$ cat config.mk
export PLATFORM = sky130hd
export DESIGN_NAME = result_sender
export DESIGN_NICKNAME = d
export VERILOG_FILES = /design/src/rtl/result_sender.sv
export SDC_FILE = /design/constraint.sdc
export NUM_CORES = 1
export LEC_CHECK = 0
export BUFFER_PORTS_ARGS = -buffer_cell sky130_fd_sc_hd__clkbuf_2
export CAP_MARGIN = 30
export CORE_MARGIN = 2
export CORE_UTILIZATION = 55
export CTS_CLUSTER_SIZE = 14
export DETAILED_ROUTE_END_ITERATION = 7
export PLACE_DENSITY = 0.8
export SETUP_SLACK_MARGIN = 0.4
export SYNTH_ARGS = -nofsm -noshare
export SYNTH_HDL_FRONTEND = slang
export SYNTH_SLANG_ARGS = --single-unit
$ cat constraint.sdc
create_clock -name i_clk -period 4.8 [get_ports i_clk]
set_input_delay 0.24 -clock i_clk [delete_from_list [all_inputs] [get_ports i_clk]]
set_output_delay 0.24 -clock i_clk [all_outputs]
set_load 0.005 [all_outputs]
$ cat src/rtl/result_sender.sv
// Streams the N x N result matrix from the result RAM to the UART transmitter.
// Elements are read in row-major order and sent most significant byte first.
module result_sender #(
    parameter int DATA_W = 16,
    parameter int MAX_N  = 8,
    parameter int ADDR_W = 6
) (
    input  logic              i_clk,
    input  logic              i_rst_n,
    input  logic              i_start,
    input  logic [3:0]        i_matrix_size,
    output logic              o_rd_en,
    output logic [ADDR_W-1:0] o_rd_addr,
    input  logic [DATA_W-1:0] i_rd_data,
    output logic [7:0]        o_tx_data,
    output logic              o_tx_start,
    input  logic              i_tx_busy,
    output logic              o_busy,
    output logic              o_done
);

    localparam int BYTES  = DATA_W / 8;
    localparam int IDX_W  = $clog2(MAX_N * MAX_N + 1);
    localparam int BCNT_W = (BYTES > 1) ? $clog2(BYTES) : 1;

    localparam logic [3:0]        MAX_N_L   = 4'(MAX_N);
    localparam logic [BCNT_W-1:0] LAST_BYTE = BCNT_W'(BYTES - 1);

    typedef enum logic [2:0] {
        S_IDLE  = 3'd0,
        S_FETCH = 3'd1,
        S_LOAD  = 3'd2,
        S_SEND  = 3'd3,
        S_HOLD  = 3'd4,
        S_WAIT  = 3'd5,
        S_DONE  = 3'd6
    } state_t;

    state_t              r_state;
    state_t              w_next;
    logic [IDX_W-1:0]    r_index;
    logic [IDX_W-1:0]    r_lastIdx;
    logic [BCNT_W-1:0]   r_byteCnt;
    logic [DATA_W-1:0]   r_shift;
    logic                r_done;

    logic [3:0]          w_effN;
    logic [IDX_W-1:0]    w_total;
    logic                w_moreBytes;
    logic                w_moreElems;

    // Oversized requests are clamped so the index never leaves the RAM.
    assign w_effN      = (i_matrix_size > MAX_N_L) ? MAX_N_L : i_matrix_size;
    assign w_total     = IDX_W'(w_effN) * IDX_W'(w_effN);
    assign w_moreBytes = (r_byteCnt != LAST_BYTE);
    assign w_moreElems = (r_index < r_lastIdx);

    always_ff @(posedge i_clk or negedge i_rst_n) begin
        if (!i_rst_n) begin
            r_state <= S_IDLE;
        end else begin
            r_state <= w_next;
        end
    end

    always_comb begin
        w_next = r_state;
        case (r_state)
            S_IDLE: begin
                if (i_start) begin
                    w_next = (w_effN == 4'd0) ? S_DONE : S_FETCH;
                end
            end
            S_FETCH: w_next = S_LOAD;
            S_LOAD:  w_next = S_SEND;
            S_SEND: begin
                if (!i_tx_busy) begin
                    w_next = S_HOLD;
                end
            end
            // The transmitter may not have raised busy yet, so this cycle ignores it.
            S_HOLD:  w_next = S_WAIT;
            S_WAIT: begin
                if (!i_tx_busy) begin
                    if (w_moreBytes) begin
                        w_next = S_SEND;
                    end else if (w_moreElems) begin
                        w_next = S_FETCH;
                    end else begin
                        w_next = S_DONE;
                    end
                end
            end
            S_DONE:  w_next = S_IDLE;
            default: w_next = S_IDLE;
        endcase
    end

    always_ff @(posedge i_clk or negedge i_rst_n) begin
        if (!i_rst_n) begin
            r_index   <= '0;
            r_lastIdx <= '0;
            r_byteCnt <= '0;
            r_shift   <= '0;
            r_done    <= 1'b0;
        end else begin
            r_done <= (r_state == S_DONE);
            case (r_state)
                S_IDLE: begin
                    if (i_start) begin
                        r_index   <= '0;
                        r_byteCnt <= '0;
                        r_lastIdx <= w_total - IDX_W'(1);
                    end
                end
                S_LOAD: begin
                    r_shift   <= i_rd_data;
                    r_byteCnt <= '0;
                end
                S_WAIT: begin
                    if (w_next == S_SEND) begin
                        r_shift   <= r_shift << 8;
                        r_byteCnt <= r_byteCnt + BCNT_W'(1);
                    end else if (w_next == S_FETCH) begin
                        r_index <= r_index + IDX_W'(1);
                    end
                end
                default: begin
                end
            endcase
        end
    end

    always_comb begin
        o_rd_en    = (r_state == S_FETCH);
        o_rd_addr  = ADDR_W'(r_index);
        o_tx_data  = r_shift[DATA_W-1 -: 8];
        o_tx_start = (r_state == S_SEND) && !i_tx_busy;
        o_busy     = (r_state != S_IDLE);
        o_done     = r_done;
    end

endmodule

==> run summary, run 1 <==
H-tree Lvls: 2
Critical Path RT: 4.94 ns
non-filler instance count after layout: 313
largest net degree at the start of global routing: 35
# fillers: 322
Max Cap Viol: 0
Pwr per Cell Area: 542 mW/mm2
flops & latches, synth: 34
core area: 0.00366 mm2
Ys Warns: 0
Total GRT Usage: 21.4%
part of the power in registers: 38.7%
clk slew on worst S/H paths: 0.07 ns
CP Capture Type: flip-flop
P_leak: 0.00119 uW
CTS buffer count: 5
Slew headroom: 44.6%
Final GP Congestion: 0.868
Syn Std Cell Area: 0.00210 mm2
r2r startpoint: r_state[0]$_DFF_PN0_
drt via density: 5.36
P_int: 806 uW
Post-synth ARST share: 100%
Critical Path AT: 2.56 ns
Post-DP Area: 0.00222 mm2
I/O Pins: 42
Worst Clk Skew: 0.00787 ns
first-pass GRT wire length: 7150 um
root buffer cell: clkbuf_8
Multi-input gate area: 0.00106 mm2
port buffer count: 41
Post-Synthesis Cells: 237
setup TNS: 0 ns
Antenna Nets Post-Route: 0
net switching share of the total power: 36.9%
Seq. cell area: 851 um2
DRC Markers: 0
syn avg cell area: 8.84 um2
hold-fix buffers at CTS: 0
CTS tree: yes
Final Cell Area: 0.00236 mm2
grt ovf: 0
Synth area leaders: dfrtp_1, nand2_1, ha_1
PostCTS Resize Cnt: 0
DRT Pass-1 Iters: 4
DIE WIDTH: 65.7 um
CTS sink cnt: 34
row cnt: 22
count of cell types in the netlist: 42
final setup fails: 0
hold slack: 0.0439 ns
combinational power share: 36.6%
DP Wirelength: 2980 um
top cell type by total area after synthesis: dfrtp_1
Worst-Skew Late Latency: 0.28 ns
layout cells sized above 1: 21.1%
Starting Density: 57.2%
peak supply drop: 0.395 mV
critical path type: input pin to flip-flop
f_max: 414 MHz
status: finished, final reports clean
placed insts: 305
Tcrit/Tclk final: 50.3%
via count: 1677
r2r setup slk: 2.66 ns
die area: 0.00432 mm2
Routed Wire Length: 4030 um
NetSw: 472 uW
number of global-route vias before repair: 1631
DRT iter0 DRCs: 103
Setup Buffers After CTS: 0
Final Hold Fails: 0
Final Slew Violations: 0
Die Height: 65.7 um
area growth from synthesis to layout: 12.5%
initial antenna violation count: 0
part of the power in the clock network: 24.7%
Slew @ Worst Pin: 0.831 ns
Setup WS post-layout: 2.38 ns
clock period minus worst slack: 2.42 ns
routed len/inst: 12.9 um
fin nets: 301
CP startpoint: i_matrix_size[3]
CP max FO: 4
Seq/Total Area, Yosys: 40.6%
clock tree buffer depth: 2
worst min path class: input pin to asynchronous set/reset pin
Setup WS pre-CTS: 2.09 ns
RSZ-0062 raised after global routing: false
Ant. Diodes: 0
ys flop type: dfrtp_1
EDFF count, synth: 0
Setup crit start kind: input pin
top-area cell type share of the netlist area: 40.6%
## registers in the layout, summed over array words and instances (netlist names)
signal	count
o_done	1
r_index	7
r_byteCnt	1
r_state	3
r_shift	16
r_lastIdx	6
## layer usage
metal	vias up	track usage, %	part of all wire, %
met5	-	0	0
met4	0	4.95	0
li1	858	-	-
met2	42	36.7	50
met3	0	4.62	4.5
met1	777	27.5	45
## final cells by class
type | count | share of cell area (%)
Clock buffer | 5 | 2.92
Clock inverter | 3 | 2.92
Inverter | 12 | 1.91
Multi-Input combinational cell | 170 | 44.9
Sequential cell | 34 | 36.1
Tap cell | 48 | 2.55
Timing Repair Buffer | 41 | 8.70
## critical path, cell delays in order
cell and delay [ns]:
clkbuf_2 0.11, nor2b_1 0.21, nand2_1 0.09, ha_1 0.29, xnor2_1 0.09, fa_1 0.50
inv_1 0.04, ha_1 0.31, a21o_1 0.19, a21oi_1 0.25, xor2_1 0.16, o21ai_0 0.08
## synthesized netlist by cell type (2+ instances only)
cell       n
a211oi_1   3
a21oi_1    6
a31oi_1   15
and3_1     6
buf_2      2
buf_4     16
clkbuf_1   4
dfrtp_1   34
ha_1      12
inv_1     12
mux2i_1    2
nand2_1   47
nand2b_1   5
nand3_1   10
nor2_1    14
nor2b_1    3
nor3_1     3
nor3b_1    3
o21a_1     5
o21ai_0    9
xnor2_1    3
xor2_1     3
## logic make-up (layout without fill, tap and decap cells)
logic type               count (synthesis)  count (layout)  synth area share (%)
AND/OR/NAND/NOR                         99              99                  22.0
AO/OA/AOI/OAI                           48              48                  16.6
flip-flops                              34              34                  40.6
buffers and inverters                   34              61                  9.07
adder cells (fa/ha/maj)                 13              13                  8.12
XOR/XNOR                                 6               6                  2.51
multiplexers                             2               2                 0.955
other                                    1               2                 0.179
## power groups by stage
stage	Combinational [uW]	Sequential, uW	Clock, uW
6_report	467	495	316
4_1_cts	474	495	321
2_1_floorplan	440	450	0
3_3_place_gp	455	493	0
5_1_grt	542	513	338
3_5_place_dp	470	500	0
## per-stage QoR
| stage | util (%) | total power [uW] |
|---|---|---|
| floorplan | - | 890 |
| global placement | 60.6 | 948 |
| detailed placement | 60.6 | 970 |
| CTS | 64.4 | 1290 |
| global route | 64.4 | 1390 |
| finish | 64.4 | 1280 |
## worst paths after layout
| check | endpoint | cells past startpoint |
|---|---|---|
| max in group asynchronous | r_lastIdx[2]$_DFFE_PN0P_ | 1 |
| setup / recovery | r_lastIdx[5]$_DFFE_PN0P_ | 12 |
| hold reg to reg | r_shift[0]$_DFFE_PN0P_ | 2 |
| hold / removal | r_shift[14]$_DFFE_PN0P_ | 1 |
| min in group i_clk | r_shift[7]$_DFFE_PN0P_ | 3 |
| setup reg to reg | r_shift[13]$_DFFE_PN0P_ | 5 |
## placed cells by master (no fill, tap or decap), types with 2 or more instances in the layout
cell type  instances
a211oi_1           3
a21oi_1            6
a31oi_1           15
and3_1             6
bufinv_16          2
clkbuf_2          41
clkbuf_8           5
conb_1             2
dfrtp_1           34
ha_1              12
inv_1             12
mux2i_1            2
nand2_1           47
nand2b_1           5
nand3_1           10
nor2_1            14
nor2b_1            3
nor3_1             3
nor3b_1            3
o21a_1             5
o21ai_0            9
xnor2_1            3
xor2_1             3
Power figures use the tool's default switching activity.
==> inputs of run 2 (changes only) <==
--- a/config.mk
+++ b/config.mk
@@ -8,10 +8,10 @@
 export BUFFER_PORTS_ARGS = -buffer_cell sky130_fd_sc_hd__clkbuf_2
 export CAP_MARGIN = 30
 export CORE_MARGIN = 2
-export CORE_UTILIZATION = 55
+export CORE_UTILIZATION = 49
 export CTS_CLUSTER_SIZE = 14
 export DETAILED_ROUTE_END_ITERATION = 7
-export PLACE_DENSITY = 0.8
+export PLACE_DENSITY = 0.75
 export SETUP_SLACK_MARGIN = 0.4
 export SYNTH_ARGS = -nofsm -noshare
 export SYNTH_HDL_FRONTEND = slang
==> constraint.sdc (replaced) <==
create_clock -name i_clk -period 2.1 [get_ports i_clk]
set_input_delay 0.105 -clock i_clk [delete_from_list [all_inputs] [get_ports i_clk]]
set_output_delay 0.105 -clock i_clk [all_outputs]
set_load 0.005 [all_outputs]
==> run 2 against run 1 <==
  * Clock skew fell by 0.0027 ns
  * Final cell count is 7.0% higher
  * Via count up 3.4%
==> run summary, run 2 (same netlist as run 1, synthesis figures left out) <==
status: finished, final reports clean (unchanged)
DRT Pass-1 Iters: 4 (unchanged)
Routed Wire Length: 4410 um (was 4030 um)
Pwr per Cell Area: 1090 mW/mm2 (was 542 mW/mm2)
Total GRT Usage: 19.2% (was 21.4%)
Antenna Nets Post-Route: 0 (unchanged)
CTS sink cnt: 34 (unchanged)
combinational power share: 45.6% (was 36.6%)
CP Capture Type: flip-flop (unchanged)
critical path type: input pin to flip-flop (unchanged)
part of the power in registers: 38.4% (was 38.7%)
Core Util, Final: 65.0% (was 64.4%)
Max stage delay on crit path: 0.52 ns (was 0.50 ns)
DRC Markers: 0 (unchanged)
number of global-route vias before repair: 1711 (was 1631)
row cnt: 23 (was 22)
first-pass GRT wire length: 7510 um (was 7150 um)
clock period minus worst slack: 1.94 ns
max reg flops: 16 (unchanged)
clk slew on worst S/H paths: 0.06 ns (was 0.07 ns)
DIE WIDTH: 69.4 um (was 65.7 um)
initial antenna violation count: 0 (unchanged)
Final Slew Violations: 0 (unchanged)
CP cell instances: buf_6, nor2b_4, nand2_2, ha_4, xnor2_2, fa_1, inv_2, ha_4, a21o_1, a21oi_2, xor2_1, o21ai_0 (was clkbuf_2, nor2b_1, nand2_1, ha_1, xnor2_1, fa_1, inv_1, ha_1, a21o_1, a21oi_1, xor2_1, o21ai_0)
Pwr Total: 2880 uW (was 1280 uW)
net switching share of the total power: 38.9% (was 36.9%)
Worst Clk Skew: 0.00519 ns (was 0.00787 ns)
I/O Pins: 42 (unchanged)
die area: 0.00482 mm2 (was 0.00432 mm2)
placed insts: 326 (was 305)
DP Wirelength: 3160 um (was 2980 um)
worst min path class: input pin to flip-flop (was input pin to asynchronous set/reset pin)
NetSw: 1120 uW (was 472 uW)
CP max stage cell: fa_1 (unchanged)
most frequent CP cell: ha_4 (was ha_1)
non-filler instance count after layout: 335 (was 313)
peak supply drop: 0.571 mV (was 0.395 mV)
Worst Path Buf+Inv: 2 (unchanged)
commonest non-fill, non-tap cell in the layout: nand2_1 (unchanged)
Max Cap Viol: 0 (unchanged)
Seq. cell area: 852 um2 (was 851 um2)
Critical Path AT: 2.09 ns (was 2.56 ns)
largest net degree at the start of global routing: 35 (unchanged)
Ant. Diodes: 0 (unchanged)
# fillers: 339 (was 322)
RSZ-0062 raised after global routing: true (was false)
highest-count cells in the layout ignoring fill and taps: nand2_1, clkbuf_2, dfrtp_1 (unchanged)
f_max: 516 MHz
Tcrit/Tclk final: 92.3%
grt ovf: 0 (unchanged)
Worst path top cell family by delay: adder cells (unchanged)
Critical Path RT: 2.26 ns (was 4.94 ns)
CTS tree: yes (unchanged)
Worst-Skew Late Latency: 0.27 ns (was 0.28 ns)
via count: 1734 (was 1677)
part of the power in the clock network: 16.0% (was 24.7%)
routed len/inst: 13.2 um (was 12.9 um)
final setup fails: 0 (unchanged)
Slew headroom: 44.6% (about the same)
clock tree buffer depth: 2 (unchanged)
hold slack: 0.0444 ns (was 0.0439 ns)
layout cells sized above 1: 34.7% (was 21.1%)
Largest regs: r_shift (16), r_index (7), r_lastIdx (6) (unchanged)
root buffer cell: clkbuf_8 (unchanged)
drt via density: 5.18 (was 5.36)
Biggest register: r_shift (unchanged)
CP max FO: 3 (was 4)
area growth from synthesis to layout: 25.9% (was 12.5%)
DRT iter0 DRCs: 105 (was 103)
Final GP Congestion: 0.776 (was 0.868)
P_int: 1760 uW (was 806 uW)
port buffer count: 41 (unchanged)
core area: 0.00406 mm2 (was 0.00366 mm2)
P_leak: 0.00131 uW (was 0.00119 uW)
fin nets: 323 (was 301)
Final Hold Fails: 0 (unchanged)
CTS buffer count: 5 (unchanged)
H-tree Lvls: 2 (unchanged)
Starting Density: 51.6% (was 57.2%)
Slew @ Worst Pin: 0.831 ns (about the same)
Multi-input gate area: 0.00120 mm2 (was 0.00106 mm2)
Die Height: 69.4 um (was 65.7 um)
Setup crit start kind: input pin (unchanged)
-- run 2: power by group through the flow --
| stage | clock, uW | sequential (uW) | combinational (uW) |
|---|---|---|---|
| final | 460 | 1110 | 1320 |
| after global routing | 507 | 1150 | 1490 |
| after CTS | 479 | 1100 | 1280 |
| after detailed placement | 0 | 1110 | 1220 |
| after global placement | 0 | 1100 | 1180 |
| after floorplan | 0 | 1030 | 1030 |
-- run 2: per-stage QoR --
step	worst slack [ns]	setup TNS (ns)	area (um2)
after floorplan	0.177	0	2160
after global placement	-0.132	-0.316	2430
after detailed placement	-0.194	-0.531	2430
after CTS	0.133	0	2570
after global routing	0.0784	0	2640
final	0.162	0	2640
-- run 2: worst register-to-register path, delay by kind of cell, from the launching register on --
| family | cells | cell delay (ns) |
|---|---|---|
| AO/OA/AOI/OAI | 4 | 0.87 |
| flip-flops | 1 | 0.34 |
| buffers and inverters | 2 | 0.22 |
| adder cells (fa/ha/maj) | 1 | 0.29 |
-- run 2: layer usage --
layer	global-route usage [%]	vias to the layer above	wire (um)
met3	4.51	2	148
met5	0	-	0
li1	-	898	-
met4	6.54	0	41
met1	22.9	800	1940
met2	33.8	34	2280
-- run 2: final timing paths --
| check | from | end | slack [ns] | cells past startpoint |
|---|---|---|---|---|
| worst max-delay path | i_matrix_size[2] | r_lastIdx[5]$_DFFE_PN0P_ | 0.16 | 12 |
| worst min-delay path | i_rd_data[2] | r_shift[2]$_DFFE_PN0P_ | 0.04 | 3 |
| worst max register to register | r_lastIdx[1]$_DFFE_PN0P_ | r_state[2]$_DFF_PN0_ | 0.25 | 7 |
| worst min register to register | r_shift[4]$_DFFE_PN0P_ | r_shift[4]$_DFFE_PN0P_ | 0.47 | 2 |
| max in group asynchronous | i_rst_n | r_index[5]$_DFFE_PN0P_ | 1.06 | 2 |
| min in group asynchronous | i_rst_n | r_state[1]$_DFF_PN0_ | 0.46 | 2 |
-- run 2: cell type report --
class | count | share of cell area [%]
Tap cell | 50 | 2.37
Multi-Input combinational cell | 170 | 45.6
Sequential cell | 34 | 32.3
Clock buffer | 6 | 3.13
Inverter | 12 | 1.71
Timing Repair Buffer | 63 | 14.9
-- run 2: what timing repair did --
item / CTS / global route
buffers inserted: 1 / 1
endpoints found under the setup margin: 14 / 31
hold buffers: 1 / 0
cloned: 0 / 0
gates resized for setup: 13 / 12
pin swaps: 11 / 7
endpoints found under the hold margin: 34 / 0
